`config.mk`:
```
export PLATFORM = sky130hd
export DESIGN_NAME = sram_cmd_sequencer
export DESIGN_NICKNAME = d
export VERILOG_FILES = /design/src/rtl/sram_cmd_sequencer.sv
export SDC_FILE = /design/constraint.sdc
export NUM_CORES = 1
export LEC_CHECK = 0
export BUFFER_PORTS_ARGS = -buffer_cell sky130_fd_sc_hd__buf_2
export CAP_MARGIN = 20
export CORE_MARGIN = 2
export CORE_UTILIZATION = 44
export CTS_BUF_LIST = sky130_fd_sc_hd__clkbuf_2
export CTS_CLUSTER_SIZE = 28
export DETAILED_ROUTE_END_ITERATION = 8
export PLACE_DENSITY = 0.67
export SLEW_MARGIN = 20
export SYNTH_ARGS = -nofsm -noshare
export SYNTH_HDL_FRONTEND = slang
export SYNTH_SLANG_ARGS = --single-unit
```
`constraint.sdc`:
```
create_clock -name clock -period 6.3 [get_ports clock]
set_clock_uncertainty 0.2 [all_clocks]
set_input_delay 1.575 -clock clock [delete_from_list [all_inputs] [get_ports clock]]
set_output_delay 1.575 -clock clock [all_outputs]
set_load 0.01 [all_outputs]
```
`src/rtl/sram_cmd_sequencer.sv`:
```
// In-order command front-end for the sram controller: buffers host read/write
// commands, issues them one at a time as single-cycle strobes, returns read data.
module sram_cmd_sequencer #(
    parameter int DEPTH  = 4,
    parameter int ADDR_W = 8,
    parameter int DATA_W = 4
) (
    input  logic                     clock,
    input  logic                     reset,
    input  logic                     cmd_valid,
    output logic                     cmd_ready,
    input  logic                     cmd_write,
    input  logic [ADDR_W-1:0]        cmd_addr,
    input  logic [DATA_W-1:0]        cmd_wdata,
    output logic                     rsp_valid,
    input  logic                     rsp_ready,
    output logic [DATA_W-1:0]        rsp_rdata,
    output logic [ADDR_W-1:0]        rsp_addr,
    output logic                     ctl_write,
    output logic                     ctl_read,
    output logic [ADDR_W-1:0]        ctl_address,
    output logic [DATA_W-1:0]        ctl_data_write,
    input  logic [DATA_W-1:0]        ctl_data_read,
    input  logic                     ctl_ready,
    output logic                     busy,
    output logic [$clog2(DEPTH):0]   fill
);

    localparam int PTR_W   = $clog2(DEPTH);
    localparam int FILL_W  = PTR_W + 1;
    localparam int ENTRY_W = 1 + ADDR_W + DATA_W;
    localparam logic [FILL_W-1:0] FIFO_FULL = FILL_W'(DEPTH);

    typedef enum logic [1:0] {
        S_IDLE,
        S_ISSUE,
        S_WAIT
    } state_t;

    logic [ENTRY_W-1:0] fifo_mem [DEPTH];

    state_t              state_q, state_d;
    logic [PTR_W-1:0]    wr_ptr_q, wr_ptr_d;
    logic [PTR_W-1:0]    rd_ptr_q, rd_ptr_d;
    logic [FILL_W-1:0]   fill_q, fill_d;
    logic                op_write_q, op_write_d;
    logic [ADDR_W-1:0]   op_addr_q, op_addr_d;
    logic [DATA_W-1:0]   op_wdata_q, op_wdata_d;
    logic                ctl_write_q, ctl_write_d;
    logic                ctl_read_q, ctl_read_d;
    logic                rsp_valid_q, rsp_valid_d;
    logic [DATA_W-1:0]   rsp_rdata_q, rsp_rdata_d;
    logic [ADDR_W-1:0]   rsp_addr_q, rsp_addr_d;

    logic                push;
    logic                pop;
    logic                launch;
    logic [ENTRY_W-1:0]  head;
    logic                head_write;

    // No bypass: a full FIFO refuses even when a pop happens in the same cycle.
    assign cmd_ready  = !reset && (fill_q != FIFO_FULL);
    assign push       = cmd_valid && cmd_ready;
    assign head       = fifo_mem[rd_ptr_q];
    assign head_write = head[ENTRY_W-1];

    // A read at the head waits for the single response slot; writes behind it wait too.
    assign launch = (state_q == S_IDLE) && (fill_q != '0) && ctl_ready &&
                    (head_write || !rsp_valid_q);
    assign pop    = launch;

    always_comb begin
        state_d     = state_q;
        wr_ptr_d    = wr_ptr_q;
        rd_ptr_d    = rd_ptr_q;
        fill_d      = fill_q;
        op_write_d  = op_write_q;
        op_addr_d   = op_addr_q;
        op_wdata_d  = op_wdata_q;
        ctl_write_d = 1'b0;
        ctl_read_d  = 1'b0;
        rsp_valid_d = rsp_valid_q;
        rsp_rdata_d = rsp_rdata_q;
        rsp_addr_d  = rsp_addr_q;

        if (push) begin
            wr_ptr_d = wr_ptr_q + PTR_W'(1);
        end
        if (pop) begin
            rd_ptr_d = rd_ptr_q + PTR_W'(1);
        end
        case ({push, pop})
            2'b10:   fill_d = fill_q + FILL_W'(1);
            2'b01:   fill_d = fill_q - FILL_W'(1);
            default: fill_d = fill_q;
        endcase

        if (rsp_valid_q && rsp_ready) begin
            rsp_valid_d = 1'b0;
        end

        case (state_q)
            S_IDLE: begin
                if (launch) begin
                    op_write_d  = head_write;
                    op_addr_d   = head[DATA_W +: ADDR_W];
                    op_wdata_d  = head[DATA_W-1:0];
                    ctl_write_d = head_write;
                    ctl_read_d  = !head_write;
                    state_d     = S_ISSUE;
                end
            end
            S_ISSUE: begin
                state_d = S_WAIT;
            end
            S_WAIT: begin
                if (ctl_ready) begin
                    if (!op_write_q) begin
                        rsp_valid_d = 1'b1;
                        rsp_rdata_d = ctl_data_read;
                        rsp_addr_d  = op_addr_q;
                    end
                    state_d = S_IDLE;
                end
            end
            default: begin
                state_d = S_IDLE;
            end
        endcase
    end

    always_ff @(posedge clock) begin
        if (reset) begin
            state_q     <= S_IDLE;
            wr_ptr_q    <= '0;
            rd_ptr_q    <= '0;
            fill_q      <= '0;
            op_write_q  <= 1'b0;
            op_addr_q   <= '0;
            op_wdata_q  <= '0;
            ctl_write_q <= 1'b0;
            ctl_read_q  <= 1'b0;
            rsp_valid_q <= 1'b0;
            rsp_rdata_q <= '0;
            rsp_addr_q  <= '0;
        end else begin
            state_q     <= state_d;
            wr_ptr_q    <= wr_ptr_d;
            rd_ptr_q    <= rd_ptr_d;
            fill_q      <= fill_d;
            op_write_q  <= op_write_d;
            op_addr_q   <= op_addr_d;
            op_wdata_q  <= op_wdata_d;
            ctl_write_q <= ctl_write_d;
            ctl_read_q  <= ctl_read_d;
            rsp_valid_q <= rsp_valid_d;
            rsp_rdata_q <= rsp_rdata_d;
            rsp_addr_q  <= rsp_addr_d;
        end
    end

    // Storage needs no reset; occupancy is tracked by the pointers and fill count.
    always_ff @(posedge clock) begin
        if (push) begin
            fifo_mem[wr_ptr_q] <= {cmd_write, cmd_addr, cmd_wdata};
        end
    end

    assign ctl_write      = ctl_write_q;
    assign ctl_read       = ctl_read_q;
    assign ctl_address    = op_addr_q;
    assign ctl_data_write = op_wdata_q;
    assign rsp_valid      = rsp_valid_q;
    assign rsp_rdata      = rsp_rdata_q;
    assign rsp_addr       = rsp_addr_q;
    assign fill           = fill_q;
    assign busy           = (fill_q != '0) || (state_q != S_IDLE);

endmodule

```
* Word level (Yosys, flattened, before mapping)
Memory sizes are Yosys's and may differ from the RTL's. A register that Yosys moved wholly into a read port is not among the register bits.
Cells that the tools add are included.
** Operators by class
- Bitwise logic cells :: 3
- Equal/unequal tests :: 7
- $add $sub $neg :: 4
- Reduce and logical (&&, ||, !) cells :: 19
- Muxes and demuxes :: 12
** Operators with widths (count)
- 2-to-1 mux 2 bit :: 4
- logical AND 1 bit :: 6
- 2-to-1 mux 1 bit :: 6
- case mux 2 bit (3 select lines) :: 1
- case mux 3 bit (2 select lines) :: 1
- adder 2 x 1 -> 2 bit (second input constant) :: 2
- equality test 2 x 1 -> 1 bit (second input constant) :: 2
- equality test 2 bit (second input constant) :: 2
- inequality test 2 bit (second input constant) :: 2
- AND reduction 2 bit :: 2
- nonzero test 2 bit :: 2
- adder 3 x 1 -> 3 bit (second input constant) :: 1
- zero test 1 bit :: 3
- inequality test 3 bit (second input constant) :: 1
- inverter 1 bit :: 3
- AND reduction 3 bit :: 1
- nonzero test 3 bit :: 1
- OR reduction 3 bit :: 1
- subtractor 3 x 1 -> 3 bit (second input constant) :: 1
- zero test 2 bit :: 1
- logical OR 1 bit :: 2
** Word-level totals
- Bits in registers :: 37
- Memories kept :: 1
- Output and inout bits :: 32
- Memory bits (writable) :: 52
- Word-level logic and storage cells :: 58
** Memories
- fifo_mem :: words 4, bits a word 13, rd ports 1, clocked after memory_dff 1, wr ports 1, RTL line 40 : logic [ENTRY_W-1:0] fifo_mem [DEPTH];

* Logic depth before layout (Yosys ltp)
Gate-level depths: netlist of run 1.
- Word-level depth :: 6
- Mapped depth :: 11
- Gate-level depth less buffers :: 9

* Least setup slack after synthesis of run 1
Ideal clock, no wire load.
- Path type :: input-to-reg
- Start point :: in ctl_ready
- End point :: reg fill_q[2] (netlist: fill[2])
- Slack :: 2.406 ns
- Library setup time :: 0.070 ns
- Arrival time :: 3.623 ns
- Stages on the path :: 9
- Required time :: 6.030 ns
- Cell sequence :: or3b_1 > a311o_1 > nor2_1 > ha_1 > inv_1 > fa_1 > xor2_1 > or3_1 > a21oi_1
** Between the ends
- Longest elaborated chain between the ends :: 4
** RTL lines
- from (decl) :: RTL line 24 : input logic ctl_ready,
- logical AND 1 bit (*) (2 in a row) :: RTL line 68 : assign launch = (state_q == S_IDLE) && (fill_q != '0) && ctl_ready &&
- net launch :: RTL line 57 : logic launch;
- equality test 2 x 1 -> 1 bit / equality test 2 bit (equally long branches) :: RTL line 92 : case ({push, pop})
- case mux 3 bit (2 select lines) / nonzero test 2 bit (equally long branches)
- to (signal assigned) :: RTL line 150 : fill_q <= fill_d;
- to (decl) :: RTL line 45 : logic [FILL_W-1:0] fill_q, fill_d;
Mark *: on every way through the listed nets, which the timed path passes. The rest lies on a longest branch.
A chain may end at the register's enable or synchronous reset.

* Final worst setup path of run 1
- Start point :: in reset
- End point :: out cmd_ready
** Between the ends
- Longest elaborated chain between the ends :: 2
** RTL lines
- from (decl) :: RTL line 9 : input logic reset,
- zero test 1 bit :: RTL line 62 : assign cmd_ready = !reset && (fill_q != FIFO_FULL);
- logical AND 1 bit :: RTL line 62
- to (decl) :: RTL line 11 : output logic cmd_ready,
Every way passes these cells.

==> results.yml, run 1 <==
worst_setup_path:
  critical_path_class: "in2out"
  cp_data_arrival_time_ns: 2.41
  cpMaxStageDelayCell: "buf_2"
  critPathCaptureType: "output pin"
  cp_max_fo: 41
  r2r_setup_slack_ns: 2.90
  path_common_cell: "buf_2"
  path_cells: "buf_2 -> a21oi_1 -> buf_2"
  start_kind: "input pin"
  slowest_delay_ns: 0.56
  crit_required_ns: 4.53
global_routing:
  grt_start_max_net_pins: 42
  grt_overflow: 0
  antenna_found_initial: 0
  grt_usage_pct: 15.6
  grt_pass1_vias: 2005
  grt_pass1_wl_mm: 10.1
die:
  io_pins: 54
  num_rows: 32
  die_y_um: 92.6
  die_area_um2: 8580
  die_width_um: 92.6
  core-area_um2: 7690
  initial_core_util_pct: 45.0
sta:
  fin_crit_sh_pct: 66.4
  setup_viol: 0
  rsz0062_at_grt: "no"
  hold_violations: 0
  finalMaxSlewViolations: 0
  layout_setup_ws_ns: 2.12
  relSlewSlack_pct: 33.6
  achievable-frequency_ghz: 0.239
  tightestPinTransition_ns: 0.989
  fin_setup_tns_ns: 0
  period_minus_slack_ns: 4.18
flow_run:
  drv_cap: 0
logic_synthesis:
  synthFlopType: "edfxtp_1"
  ys_seq_area_share_pct: 67.8
  syn-cell-area_um2: 3460
  ys_warn_count: 0
  synth_edf_count: 52
  ys_ff_latch: 91
  postSynthCellCount: 257
  synthArstFlopShare_pct: 0
  syn_avg_cell_area_um2: 13.4
  synth_nets: 285
  ys_types: 33
routing:
  wl_met3_um: 324
  wl_met2_mm: 2.98
  drt_wl_total_mm: 6.32
  drc: 0
  wl_per_cell_um: 15.3
  ant_nets: 0
  wl_met1_mm: 2.95
  drtIter0Drc: 100
  top_layer: "met4"
  dr.pass1.iters: 4
  dr_total_vias: 2109
  viasPerCell: 5.09
power:
  leakagePower_nw: 1.39
  max-vdd-ir-drop_v: 0.000187
  p_per_area_nw_per_um2: 334
finish:
  final_net_count: 335
  area_delta_synth_final_pct: 13.8
  drive_gt1_share_pct: 27.2
  final_util_pct: 51.2
  mostFrequentLayoutCell: "buf_2"
  fillers: 695
  diodes: 0
  final_cell_mix: "53 x buf_2, 52 x edfxtp_1, 38 x dfxtp_1"
clock_tree:
  clkTransAtPathRegs_ns: 0.22
  cts-resized-gates: 0
  cts_num_sinks: 91
  clk_path_buf_depth: 2
  cts_made_buffers: 9
  postCtsSetupBuffers: 0
  cts_root_buf: "clkbuf_2"
  cts_tree: "built"
  clkLatencyLatePin_ns: 0.55
  htreeDepth: 3
  cts_hold_buf: 0
status:
  status: "finished clean"
min_path:
  hp-class: "reg2reg"
place:
  numPortBuffers: 53
  dpl_worst_slack_ns: 2.02
  hpwlAfterDp_mm: 4.16
  gp_congestion: 0.755
## worst max-delay path: cells and delay by family
family,cells,cell delay [ns]
buffers and inverters,2,0.73
AO/OA/AOI/OAI,1,0.07
## kinds of logic after synthesis
| group | Yosys count | share of synthesized area, % |
|---|---|---|
| compound gates | 52 | 8.15 |
| simple gates | 66 | 9.31 |
| mux | 16 | 8.98 |
| buf+inv | 23 | 2.64 |
| flops | 91 | 67.8 |
| xor+xnor | 3 | 0.760 |
| fa+ha+maj | 6 | 2.39 |
## synth_stat cells (all sizes together), types with 4 or more instances
cell type	count	area, µm²
o21ai	15	75.1
mux2i	4	40.0
a21oi	31	155
mux4	12	270
buf	4	20.0
clkbuf	11	41.3
nand2	26	97.6
inv	8	30.0
nor2	10	37.5
edfxtp	52	1560
and2	4	25.0
dfxtp	39	781
nand3	12	60.1
ha	5	62.6
## area by class of cell
| type | instances | area (µm²) | share of cell area [%] |
|---|---|---|---|
| flip-flops and latches | 91 | 2340 | 59.6 |
| multi-input cells | 143 | 1040 | 26.4 |
| repair buffers | 54 | 273 | 6.93 |
| well taps | 102 | 128 | 3.24 |
| clock inverters | 7 | 77.6 | 1.97 |
| clock buffers | 9 | 45.0 | 1.15 |
| inverters | 8 | 30.0 | 0.763 |
## final timing paths
kind,start,endpoint,cells after the start
max,reset,cmd_ready,3
min reg2reg,rsp_addr[7],rsp_addr[7],2
max reg2reg,register,fill[2],9
min,rsp_addr[7],rsp_addr[7],2
## per-layer routing
layer / global-route usage (%) / vias to the layer above
met2: 24.8 / 56
met5: 0 / -
li1: - / 1040
met3: 5.21 / 6
met1: 20.7 / 1007
met4: 4.41 / 0
## sequential cells by signal, summed over array words and instances, names as in the netlist, named ones only
signal and count:
ctl_write 1, op_write_q 1, fifo_mem 52, ctl_address 8, state_q 2, fill 3, ctl_data_write 4, rsp_addr 8
rsp_rdata 4, rd_ptr_q 2, ctl_read 1, wr_ptr_q 2, rsp_valid 1
## metrics by stage
stage	hold WS [ns]	total power, mW	cells	area [µm²]
global route	0.297	1.39	414	3930
CTS	0.271	1.32	414	3920
finish	0.269	1.31	414	3930
detailed placement	0.246	1.04	398	3800
floorplan	0.258	0.939	257	3460
global placement	0.239	1.03	398	3800
## power breakdown
| part | leakage (nW) | total [mW] | internal [mW] | switching (mW) |
|---|---|---|---|---|
| sequential | 0.789 | 0.749 | 0.685 | 0.0639 |
| combinational | 0.537 | 0.274 | 0.130 | 0.143 |
| clock | 0.0677 | 0.291 | 0.0942 | 0.197 |
| total | 1.39 | 1.31 | 0.910 | 0.404 |
(Power assumes the default switching activity.)
==> run 2, diff against run 1 <==
==> constraint.sdc (replaced) <==
create_clock -name clock -period 4 [get_ports clock]
set_clock_uncertainty 0.2 [all_clocks]
set_input_delay 1 -clock clock [delete_from_list [all_inputs] [get_ports clock]]
set_output_delay 1 -clock clock [all_outputs]
set_load 0.01 [all_outputs]
==> results.yml, run 2 (synthesis gave the netlist of run 1 again) <==
status:
  status: "finished clean"
worst_setup_path:
  cp_max_fo: 4
  r2r_end: "fill[2]"
  cpMaxStageDelayCell: "or3b_1"
  r2r_start: "state_q[1]"
  path_cells: "buf_2 -> or3b_1 -> a311o_1 -> nor2_1 -> ha_1 -> inv_1 -> fa_1 -> xor2_1 -> or3_1 -> a21oi_1"
  crit_path_end: "fill[2]"
  cp_data_arrival_time_ns: 3.21
  critPathCaptureType: "register"
  crit_required_ns: 4.29
  startpoint: "ctl_ready"
  crit_cells: 10
  slowest_delay_ns: 0.38
  r2r_setup_slack_ns: 1.22
  worst_path_dominant_cell_family: "simple AND/OR/NAND/NOR gates"
  r2r_cells: 9
  crit_buf_inv: 2
  start_kind: "input pin"
  critical_path_class: "in2reg"
finish:
  largest_reg_flops: 52
  regMostFlops: "fifo_mem"
  area_delta_synth_final_pct: 15.3
  drive_gt1_share_pct: 28.6
  final_util_pct: 51.8
  diodes: 0
  mostFrequentLayoutCell: "buf_2"
  final_cell_mix: "53 x buf_2, 52 x edfxtp_1, 39 x dfxtp_1"
  fillers: 680
  final_net_count: 341
  finish.instance_area_um2: 3980
power:
  p_per_area_nw_per_um2: 533
  max-vdd-ir-drop_v: 0.000218
  power_mw: 2.12
  leakagePower_nw: 1.42
clock_tree:
  cts_made_buffers: 9
  cts-resized-gates: 0
  cts_num_sinks: 91
  cts_root_buf: "clkbuf_2"
  clkLatencyLatePin_ns: 0.53
  clkTransAtPathRegs_ns: 0.23
  cts_hold_buf: 0
  postCtsSetupBuffers: 0
  htreeDepth: 3
  clk_path_buf_depth: 2
  cts_tree: "built"
place:
  hpwlAfterDp_mm: 4.42
  numPortBuffers: 53
  gp_congestion: 0.747
  place_area_um2: 3850
die:
  die_y_um: 92.6
  io_pins: 54
  die_width_um: 92.6
  die_area_um2: 8580
  num_rows: 32
  initial_core_util_pct: 45.0
  core-area_um2: 7690
routing:
  ant_nets: 0
  wl_per_cell_um: 15.6
  drtIter0Drc: 90
  dr_total_vias: 2184
  dr.pass1.iters: 4
  viasPerCell: 5.20
  drc: 0
  drt_wl_total_mm: 6.56
flow_run:
  drv_cap: 0
sta:
  rsz0062_at_grt: "no"
  period_minus_slack_ns: 2.93
  relSlewSlack_pct: 52.1
  setup_viol: 0
  finalMaxSlewViolations: 0
  tightestPinTransition_ns: 0.718
  hold_violations: 0
  holdWs_ns: 0.269
  fin_crit_sh_pct: 73.2
  achievable-frequency_ghz: 0.342
  fin_setup_tns_ns: 0
global_routing:
  grt_usage_pct: 16.7
  grt_pass1_wl_mm: 10.8
  antenna_found_initial: 0
  grt_start_max_net_pins: 41
  grt_overflow: 0
  grt_pass1_vias: 2166
min_path:
  hp-class: "reg2reg"
  min-delay-start: "rsp_rdata[1]"
run 2: routing by layer:
metal  GRT usage [%]  wire length [µm]  share of wire (%)  vias up
met1            21.4              2960                 45     1059
li1                -                 -                  -     1061
met5               0                 0                  0        -
met3            4.56               322                4.9        7
met4            5.51                63               0.96        0
met2            27.8              3210                 49       57
run 2: how the worst min path moves through the flow:
stage	end	slack [ns]	cells after the start
2_1_floorplan	op_write_q	0.26	2
3_3_place_gp	rsp_rdata[3]	0.24	2
5_1_grt	rsp_addr[6]	0.29	2
6_report	rsp_rdata[1]	0.27	2
4_1_cts	rsp_rdata[1]	0.27	2
3_5_place_dp	rsp_rdata[1]	0.24	2
run 2: final cells by class:
type	instances	area, µm²	area share (%)
clock inverters	7	92.6	2.32
inverters	8	30.0	0.754
multi-input cells	143	1030	25.8
repair buffers	60	318	7.98
well taps	102	128	3.20
clock buffers	9	45.0	1.13
flip-flops and latches	91	2340	58.8
run 2: power breakdown:
| group | internal [mW] | switching, mW |
|---|---|---|
| clock | 0.203 | 0.296 |
| sequential | 1.08 | 0.0622 |
| combinational | 0.218 | 0.264 |
| total | 1.50 | 0.623 |
run 2: worst reg2reg max path: stages (launching register included):
cell and delay (ns):
dfxtp_1 0.40, or3b_1 0.41, a311o_1 0.34, nor2_1 0.16, ha_1 0.20, inv_1 0.06, fa_1 0.37, xor2_1 0.16
or3_1 0.30, a21oi_1 0.14
run 2: per-stage QoR:
| stage | worst slack [ns] | instances |
|---|---|---|
| after floorplan | 0.681 | 257 |
| after detailed placement | 0.490 | 404 |
| final | 1.07 | 420 |
| after global placement | 0.562 | 404 |
| after CTS | 1.08 | 420 |
| after global routing | 0.948 | 420 |
